[src/rtl/bus_msg_transmitter.sv]
// Serialises a 144-bit header+payload message into 32-bit beats: header beat, then N payload words.
// Optional macro BUS_MSG_TX_SKID_EN lets a new message be accepted in the cycle the last beat transfers.
module bus_msg_transmitter #(
    parameter int unsigned width = 32
) (
    input  logic             CLK,
    input  logic             RST,
    input  logic             in_enq__ENA,
    input  logic [143:0]     in_enq_v,
    output logic             in_enq__RDY,
    output logic             out_enq__ENA,
    output logic [width-1:0] out_enq_v,
    output logic             out_enq_last,
    input  logic             out_enq__RDY,
    output logic             len_err
);

    typedef enum logic [1:0] {IDLE, HDR, PAY} state_t;

    state_t           state, state_next;
    logic [143:0]     hold;
    logic [2:0]       beats;
    logic [2:0]       cnt;
    logic [width-1:0] word;
    logic [2:0]       hdr_len;
    logic             len_bad;
    logic             accept;

    assign hdr_len = in_enq_v[2:0];
    assign len_bad = (hdr_len > 3'd4);
    assign accept  = in_enq__RDY && in_enq__ENA;

    always_comb begin
        word = '0;
        case (cnt[1:0])
            2'd0: word = hold[16  +: width];
            2'd1: word = hold[48  +: width];
            2'd2: word = hold[80  +: width];
            2'd3: word = hold[112 +: width];
            default: word = '0;
        endcase
    end

    always_comb begin
        state_next   = state;
        in_enq__RDY  = 1'b0;
        out_enq__ENA = 1'b0;
        out_enq_v    = '0;
        out_enq_last = 1'b0;
        case (state)
            IDLE: begin
                in_enq__RDY = 1'b1;
                if (in_enq__ENA) state_next = HDR;
            end
            HDR: begin
                out_enq_v    = {{(width-16){1'b0}}, hold[15:0]};
                out_enq_last = (beats == 3'd0);
                out_enq__ENA = out_enq__RDY;
                if (out_enq__ENA) state_next = out_enq_last ? IDLE : PAY;
            end
            PAY: begin
                out_enq_v    = word;
                out_enq_last = (cnt == beats - 3'd1);
                out_enq__ENA = out_enq__RDY;
                if (out_enq__ENA && out_enq_last) state_next = IDLE;
            end
            default: state_next = IDLE;
        endcase
`ifdef BUS_MSG_TX_SKID_EN
        // Overlap: the final beat's transfer cycle doubles as the next acceptance cycle.
        if (out_enq__ENA && out_enq_last) begin
            in_enq__RDY = 1'b1;
            if (in_enq__ENA) state_next = HDR;
        end
`endif
    end

    always_ff @(posedge CLK) begin
        if (RST) begin
            state   <= IDLE;
            hold    <= '0;
            beats   <= '0;
            cnt     <= '0;
            len_err <= 1'b0;
        end else begin
            state <= state_next;
            if (accept) begin
                hold  <= in_enq_v;
                beats <= len_bad ? 3'd4 : hdr_len;
                cnt   <= '0;
                if (len_bad) len_err <= 1'b1;
            end else if (state == PAY && out_enq__ENA) begin
                cnt <= cnt + 3'd1;
            end
        end
    end

endmodule
[config.mk]
export PLATFORM = sky130hd
export DESIGN_NAME = bus_msg_transmitter
export DESIGN_NICKNAME = d
export VERILOG_FILES = /design/src/rtl/bus_msg_transmitter.sv
export SDC_FILE = /design/constraint.sdc
export NUM_CORES = 1
export LEC_CHECK = 0
export CORE_MARGIN = 3
export CORE_UTILIZATION = 51
export CTS_CLUSTER_DIAMETER = 150
export DETAILED_ROUTE_END_ITERATION = 7
export PLACE_DENSITY = 0.85
export SYNTH_ARGS = -nofsm -noshare
export SYNTH_HDL_FRONTEND = slang
export SYNTH_SLANG_ARGS = --single-unit
[constraint.sdc]
create_clock -name CLK -period 2.94 [get_ports CLK]
set_clock_uncertainty 0.15 [all_clocks]
set_input_delay 0.588 -clock CLK [delete_from_list [all_inputs] [get_ports CLK]]
set_output_delay 0.588 -clock CLK [all_outputs]
set_load 0.05 [all_outputs]
==> run_results.csv <==
group,metric,value,unit
global_route,grt_max_degree,91,
logic_synthesis,post_synth.cell_area_avg,7.50,sq um
clocking,cts_hold_buf,0,
sta,maxSlewHeadroom,62.7,%
routing,num_vias,6537,
layout,layout.nets,1164,
pwr,power.density,616,nW/um^2
sta,max_freq,0.343,GHz
logic_synthesis,syn-num-nets,1014,
global_route,grt_usage,26.6,%
placed_design,numPortBuffers,183,
floorplanning,num_rows,40,
global_route,grt_overflow,0,
pwr,power.leakage,3.34,nW
clocking,clock_path_buffers,2,
routing,initialDrtViolationCount,883,
pwr,max-vdd-ir-drop,419,uV
routing,dr_wl_met3,1730,microns
setup_path,cp.required,2.20,ns
setup_path,path_class,"reg2out",
sta,setup_viol,0,
routing,drc,0,
global_route,grt_antenna_before_repair,0,
logic_synthesis,yosysSeqAreaShare,47.7,%
hold_path,hold_path.class,"reg2reg",
layout,layout_commonest_cell,"nand2_1",
floorplanning,die_area,14000,sq um
setup_path,rrSetupSlack,0.98,ns
placed_design,place_area,8680,sq um
routing,met1_length,8080,microns
floorplanning,die_x,118,microns
clocking,cts_buffers,17,
routing,drtAntennaViolNets,0,
routing,wl_met2,8840,microns
sta,slew_viol_final,0,
logic_synthesis,synth_cell_types,28,
clocking,clk_latency,0.42,ns
logic_synthesis,syn_area,6430,sq um
logic_synthesis,yosys_warnings,0,
clocking,clock-sinks,153,
sta,hold_viol,0,
layout,syn2layout_area_growth,44.3,%
sta,fin_crit,2.91,ns
routing,via_per_inst,5.52,
floorplanning,pin_count,184,
routing,drt_pass1_iterations,7,
placed_design,dp_hpwl,12800,microns
clocking,clkTransAtPathRegs,0.06,ns
floorplanning,core_area,12200,sq um
floorplanning,start_util,52.8,%
layout,fillers,872,
setup_path,end_kind,"output port",
run,cap_violations,0,
sta,tightest_slew,0.557,ns
clocking,cts_tree,"done",
layout,mostFrequentLayoutCells,"nand2_1, a21oi_1, dfxtp_1, clkdlybuf4s50_1, nor2_1",
layout,drive_gt1_share,9.05,%
layout,diodes,0,
placed_design,gp_congestion,0.843,
setup_path,arrival,2.17,ns
pwr,power,0.00571,W
routing,highest_layer,"met4",
global_route,grt_pass1_wl,30300,microns
logic_synthesis,synth-seq-cells,153,
sta,setup_tns,0,ns
routing,wirelength,19000,microns
routing,routedWlPerCell,16.0,microns
sta,grt_setup_unrepaired,"yes",
sta,period_share,99.0,%
logic_synthesis,synth_cells,857,
setup_path,startpoint_type,"flop",
setup_path,crit_fanout,12,
clocking,cts-htree-levels,4,
status,outcome,"complete, no violations",
floorplanning,die_h,118,microns
global_route,grt_pass1_vias,6121,
clocking,cts-root-buf,"clkbuf_16",
layout,fin_area,9270,sq um
-- kinds of logic (layout without fill, tap and decap cells) --
kind of cell               Yosys count  after routing  share of synthesized area (%)
xor gates and xnor gates             5              5                           1.01
DFF                                153            153                           47.7
AOI/OAI and AO/OA                  231            231                           20.6
adders and majority gates            9              9                           1.75
buffers and inverters               79            239                           5.74
and+or+nand+nor                    377            377                           22.7
muxes                                3              3                          0.467
-- where the power goes --
part	total [W]	switching [W]	leakage [nW]	internal, W
combinational	0.00128	0.000730	1.83	0.000546
clock	0.00197	0.000782	0.257	0.00119
sequential	0.00246	0.000134	1.26	0.00233
-- metal layers --
layer / up-vias / track usage (%)
li1: 3168 / -
met1: 3012 / 35.5
met2: 322 / 41.8
met3: 35 / 7.56
met4: 0 / 8.50
met5: - / 0
-- worst max-delay path, cell delays in order, from the launching register on --
cell and delay [ns]:
dfxtp_4 0.38, inv_4 0.05, ha_4 0.16, buf_8 0.14
a222oi_1 0.51, nor2_1 0.12, a21oi_2 0.15, o21ai_2 0.08
buf_12 0.15
-- final timing paths --
kind              cells past startpoint             to  startpoint
hold / removal                        2       beats[1]    beats[1]
setup / recovery                      8  out_enq_v[12]      cnt[1]
hold reg to reg                       2       beats[1]    beats[1]
setup reg to reg                      6       hold[18]    state[0]
-- area by class of cell --
class	instances	area [sq um]	share of cell area, %
clock buffer	25	475	5.13
clock inverter	4	45.0	0.486
inverter	7	28.8	0.310
multi-input combinational	625	3030	32.7
sequential	153	3070	33.1
tap	168	210	2.27
timing repair buffer	203	2410	26.0
-- registers in the layout, summed over array words and instances, names as in the netlist --
register  count
beats         3
cnt           3
hold        144
len_err       1
state         2
-- metrics by stage --
step	worst slack (ns)	hold WS, ns	std cells	utilization (%)
2_1_floorplan	0.328	0.282	857	-
3_3_place_gp	0.336	0.286	1155	71.4
3_5_place_dp	0.285	0.295	1155	71.4
4_1_cts	0.00637	0.301	1184	75.9
5_1_grt	-0.0412	0.320	1185	76.2
6_report	0.0284	0.302	1185	76.2
-- repair_timing --
action                     4_1_cts  5_1_grt
gates resized for setup          9       11
hold endpoints to repair         0        0
buffers inserted                 0        1
setup endpoints to repair       32       19
pin swaps                        3        4
-- synthesized netlist by cell type, drive strengths merged --
cell      n  area (sq um)
mux2i     3          30.0
o211ai    1          7.51
xnor2     1          8.76
clkbuf   33           125
o22ai     1          6.26
buf      39           218
o21ai    16          80.1
dfxtp   153          3060
and2      3          18.8
nand3     2          10.0
o32a      1          11.3
a222oi   32           320
nand2b    5          31.3
nor2     48           180
a21oi   180           901
xor2      3          33.8
xnor3     1          22.5
nand3b    3          22.5
inv       7          26.3
nor3      3          15.0
nor2b     2          12.5
ha        9           113
nand2   310          1160
nand4     1          6.26
(Power assumes the default switching activity.)
